--- config.mk ---
export PLATFORM = sky130hd
export DESIGN_NAME = store_merge_unit
export DESIGN_NICKNAME = d
export VERILOG_FILES = /design/src/rtl/store_merge_unit.sv
export SDC_FILE = /design/constraint.sdc
export NUM_CORES = 1
export LEC_CHECK = 0
export ABC_CLOCK_PERIOD_IN_PS = 1800
export CORE_MARGIN = 3
export CORE_UTILIZATION = 43
export DETAILED_ROUTE_END_ITERATION = 10
export PLACE_DENSITY = 0.75
export REMOVE_ABC_BUFFERS = 1
export SYNTH_ARGS = -nofsm -noshare
export SYNTH_HDL_FRONTEND = slang
export SYNTH_SLANG_ARGS = --single-unit
--- constraint.sdc ---
create_clock -name clk -period 1.8 [get_ports clk]
set_input_delay 0.45 -clock clk [delete_from_list [all_inputs] [get_ports clk]]
set_output_delay 0.45 -clock clk [all_outputs]
set_load 0.03 [all_outputs]
--- src/rtl/store_merge_unit.sv ---
`timescale 1ns/1ps
`default_nettype none
// ============================================================================
// Module      : store_merge_unit
// Description : Sub-word store path; read-modify-write of a word-addressed
//               data memory for byte/halfword stores, direct word writes.
// Revision    : 1.0 - initial release
// ============================================================================
module store_merge_unit #(
    parameter int RD_LAT = 1
) (
    input  logic        clk,
    input  logic        rst_n,
    input  logic        req_valid,
    output logic        req_ready,
    input  logic [31:0] req_addr,
    input  logic [31:0] req_data,
    input  logic [1:0]  req_size,
    output logic [31:0] mem_addr,
    output logic        mem_rd,
    output logic        mem_wr,
    output logic [31:0] mem_wdata,
    input  logic [31:0] mem_rdata,
    output logic        busy,
    output logic        done,
    output logic        err
);

    localparam int c_cnt_w = (RD_LAT > 1) ? $clog2(RD_LAT) : 1;
    localparam logic [c_cnt_w-1:0] c_cnt_load = c_cnt_w'(RD_LAT - 1);

    localparam logic [2:0] c_st_idle = 3'd0;
    localparam logic [2:0] c_st_rd   = 3'd1;
    localparam logic [2:0] c_st_wait = 3'd2;
    localparam logic [2:0] c_st_wr   = 3'd3;
    localparam logic [2:0] c_st_done = 3'd4;

    logic [2:0]         r_state;
    logic [2:0]         w_next_state;
    logic [31:0]        r_addr;
    logic [31:0]        r_data;
    logic [1:0]         r_size;
    logic               r_err;
    logic [c_cnt_w-1:0] r_cnt;
    logic [31:0]        r_wdata;
    logic [31:0]        w_merged;
    logic               w_misaligned;

    assign w_misaligned = ((req_size == 2'd2) && req_addr[0]) ||
                          ((req_size == 2'd3) && (req_addr[1:0] != 2'b00));

    // Lane replacement on the returned word, little-endian lane numbering
    always_comb begin
        w_merged = mem_rdata;
        case (r_size)
            2'd1:    w_merged[{r_addr[1:0], 3'b000} +: 8]  = r_data[7:0];
            2'd2:    w_merged[{r_addr[1], 4'b0000} +: 16] = r_data[15:0];
            default: w_merged = r_data;
        endcase
    end

    always_ff @(posedge clk or negedge rst_n) begin
        if (!rst_n) begin
            r_state <= c_st_idle;
            r_addr  <= '0;
            r_data  <= '0;
            r_size  <= '0;
            r_err   <= 1'b0;
            r_cnt   <= '0;
            r_wdata <= '0;
        end else begin
            r_state <= w_next_state;
            case (r_state)
                c_st_idle: begin
                    if (req_valid) begin
                        r_addr  <= req_addr;
                        r_data  <= req_data;
                        r_size  <= req_size;
                        r_err   <= w_misaligned;
                        r_wdata <= req_data;
                    end
                end
                c_st_rd: r_cnt <= c_cnt_load;
                c_st_wait: begin
                    if (r_cnt == '0) begin
                        r_wdata <= w_merged;
                    end else begin
                        r_cnt <= r_cnt - c_cnt_w'(1);
                    end
                end
                default: ;
            endcase
        end
    end

    always_comb begin
        w_next_state = r_state;
        req_ready    = 1'b0;
        busy         = 1'b1;
        mem_rd       = 1'b0;
        mem_wr       = 1'b0;
        done         = 1'b0;
        err          = 1'b0;
        mem_addr     = '0;
        mem_wdata    = '0;
        case (r_state)
            c_st_idle: begin
                req_ready = 1'b1;
                busy      = 1'b0;
                if (req_valid) begin
                    if ((req_size == 2'd0) || w_misaligned) begin
                        w_next_state = c_st_done;
                    end else if (req_size == 2'd3) begin
                        w_next_state = c_st_wr;
                    end else begin
                        w_next_state = c_st_rd;
                    end
                end
            end
            c_st_rd: begin
                mem_rd       = 1'b1;
                mem_addr     = {r_addr[31:2], 2'b00};
                w_next_state = c_st_wait;
            end
            c_st_wait: begin
                mem_addr = {r_addr[31:2], 2'b00};
                if (r_cnt == '0) begin
                    w_next_state = c_st_wr;
                end
            end
            c_st_wr: begin
                mem_wr       = 1'b1;
                mem_addr     = {r_addr[31:2], 2'b00};
                mem_wdata    = r_wdata;
                w_next_state = c_st_done;
            end
            c_st_done: begin
                done         = 1'b1;
                err          = r_err;
                w_next_state = c_st_idle;
            end
            default: begin
                busy         = 1'b0;
                w_next_state = c_st_idle;
            end
        endcase
    end

endmodule
`default_nettype wire

==> key figures <==
Yosys
  – Post-synth top cells: nand2_1, dfrtp_1, and2_1, o21ai_0, a21oi_1
  – Gate Count Post-Synth: roughly 640
  – Syn_area_per_cell: 8.84 µm²
  – Dominant synthesized flop cell: dfrtp_1
  – Share of the synthesized area in the top cell type: 0.453
  – Async SR Flop Fraction: 1.00
  – Synth warn: 0
  – Largest cells by area after synthesis: dfrtp_1, nand2_1, and2_1
  – Most area-hungry cell type in the Yosys netlist: dfrtp_1
  – Cell variety after synth: 50
  – Post-synth EDFFs: 0
  – Cell with the most instances after synthesis: nand2_1
  – Area of the mapped netlist: roughly 5600 µm²
  – Sequential fraction of the synthesis area: 0.453
  – Synth Register Bits: roughly 100

Global route
  – Total gr overflow: 0
  – Number of global-route vias before repair: around 5600
  – First-pass GRT wire length: around 30000 µm
  – Initial antenna violation count: 0
  – Largest net degree at the start of global routing: 39
  – Global Route Usage Sum: 0.261

Worst hold path
  – Min-delay worst type: in -> async

STA
  – Setup violators final: between 60 and 70
  – Fin. max-slew vios: 0
  – Final WS setup: -0.214 ns
  – Unrepaired setup endpoints after global routing: true
  – Skew final: between 0.008 and 0.009 ns
  – Count of final hold-check violations: 0
  – Final TNS setup: -10.85 ns
  – Final worst path period share: 1.12
  – Fmax: between 400 and 500 MHz
  – Final Critical Period: ~2.0 ns

Pwr
  – Pwr dens: 1940 nW/µm²
  – Sw Ratio: 0.444
  – Sequential power share: 0.256
  – Peak supply drop: between 0.0007 and 0.0008 V
  – Internal power: just over 9000 µW
  – Lkg Pwr: about 0.0040 µW
  – Clock share of power: 0.123
  – NetSw: about 7400 µW
  – Logic pwr share: 0.621

Critical path
  – Worst Path Required: 1.35 ns
  – Crit-path slowest cell: dfrtp_2
  – Critical Path Start Type: register
  – Critical path, cell by cell: and3b_2 > buf_8 > and2_1 > buf_4
  – Crit Path Max Fanout: 15
  – CP arrival: 1.56 ns
  – Kind of critical path: reg -> out
  – Worst setup EP type: output pin
  – Max incr delay on CP: between 0.4 and 0.5 ns

Route
  – 1st-pass router iterations: 7
  – Via density: about 5.6
  – Detailed-route wire length: between 15000 and 20000 µm
  – Number of DRC markers in iteration 0: ~500
  – Final routed DRC violation total: 0
  – DR vias: about 5700
  – Post-route ant nets: 0
  – WL per Instance: between 15 and 20 µm

Clock network
  – # clock sinks: 102
  – Hold Buf Count CTS: 0
  – Clock transition at path regs: roughly 0.07 ns
  – H-tree depth: 3
  – CTS max path bufs: 2
  – CTS Root Cell: clkbuf_16
  – TritonCTS buffer count: 9
  – CTS tree: built
  – Latest clock arrival within the worst-skew pair: between 0.3 and 0.4 ns

Place
  – HPWL Detailed: 13800 µm
  – Port bufs: approximately 170
  – Placed insts: ~1000
  – GPL Wtd Cong: 0.878

Floorplan
  – CORE AREA: 12700 µm²
  – Initial Util: 0.443
  – # IOs: 171
  – Die Span Y: approximately 120 µm
  – Die ar.: about 15000 µm²
  – Row count: between 40 and 50
  – Die width: 121 µm

Final layout
  – Fin cells: approximately 1000
  – Share of post-route cells with drive strength above 1: 0.289
  – Area Growth Syn to Fin: 52.3%
  – ANT cells: 0
  – Final nets: ~950
  – Final core occ: 0.675

Run status
  – Violated checks: negative setup slack
  – Status: complete, but fails checks

Job
  – MaxCap Viol Count: 0
[area by class of cell]
| type | count | area [µm²] |
|---|---|---|
| clock buffer | 11 | 253 |
| clock inverter | 5 | 57.6 |
| fill | 1001 | 4130 |
| inverter | 8 | 32.5 |
| multi-input combinational | 483 | 3050 |
| sequential | 102 | 2560 |
| tap | 172 | 215 |
| timing repair buffer | 234 | 2420 |
[state kept, by name, indices dropped and copies added, names as in the netlist]
name / cells
r_err: 1
r_wdata: 32
r_data: 32
r_addr: 32
r_size: 2
r_state: 3
[power by group through the flow]
stage	Combinational, µW	Clock (µW)	Sequential (µW)
after global placement	9000	0	4150
after CTS	9560	2060	4190
after detailed placement	9310	0	4200
after global routing	11100	2140	4370
after floorplan	5380	0	4090
final	10300	2050	4270
[worst max-delay path: cells and delay by family (launching register included)]
family        cells  cell delay [ns]
flops             1             0.44
simple gates      2             0.44
buf+inv           2             0.32
[layout by cell type, fill, tap and decap left out, types with 3 or more instances in the layout]
cell	n
a21oi_1	21
a21oi_2	6
a221o_1	8
a221oi_1	7
a221oi_2	9
a222oi_1	8
a22oi_1	16
a2bb2oi_1	8
and2_1	43
and2_4	20
buf_12	26
buf_4	87
buf_6	20
clkbuf_16	9
clkdlybuf4s50_1	98
dfrtp_1	98
dfrtp_2	4
ha_2	3
inv_1	4
mux2_2	16
nand2_1	217
nor2_1	3
o211ai_2	8
o21ai_0	27
o21ai_1	9
o221ai_1	6
o22a_1	8
[cells by family (layout without fill, tap and decap cells)]
group                      count (synthesis)  in the layout  synth area share
and+or+nand+nor                          306            306             0.252
muxes                                     17             17            0.0337
DFF                                      102            102             0.453
other                                      1              2          0.000665
xor gates and xnor gates                   1              1           0.00155
buffers and inverters                     54            258            0.0470
AOI/OAI and AO/OA                        150            150             0.196
adders and majority gates                  7              7            0.0155
[worst paths after layout]
path,start,end,slack [ns],cells past startpoint
setup reg to reg,r_addr[1],r_wdata[28],0.02,5
max in group asynchronous,rst_n,r_addr[1],1.17,2
hold reg to reg,r_addr[17],r_addr[17],0.46,2
setup / recovery,r_state[2],mem_wdata[23],-0.21,4
hold / removal,rst_n,r_addr[28],0.04,1
min in group clk,r_addr[17],r_addr[17],0.46,2
[metrics by stage]
step	hold WS [ns]	total power, µW	worst slack (ns)	instance area (µm²)
5_1_grt	0.0718	17600	-0.259	8590
2_1_floorplan	0.154	9470	-1.58	5410
3_5_place_dp	0.420	13500	-0.373	7880
3_3_place_gp	0.417	13200	-0.228	7880
6_report	0.0424	16700	-0.214	8590
4_1_cts	0.0474	15800	-0.242	8280
[timing repair]
| item | 4_1_cts | 5_1_grt |
|---|---|---|
| buffers inserted | 2 | 7 |
| pin swaps | 1 | 9 |
| resized for setup | 29 | 65 |
| endpoints found under the setup margin | 100 | 99 |
[layer usage]
| metal | routed length (µm) | GRT usage | vias to the layer above |
|---|---|---|---|
| li1 | - | - | 2600 |
| met1 | 7520 | 0.331 | 2730 |
| met2 | 9500 | 0.435 | 324 |
| met3 | 1840 | 0.0575 | 39 |
| met4 | 472 | 0.103 | 0 |
| met5 | 0 | 0 | - |
(Power assumes the default switching activity.)
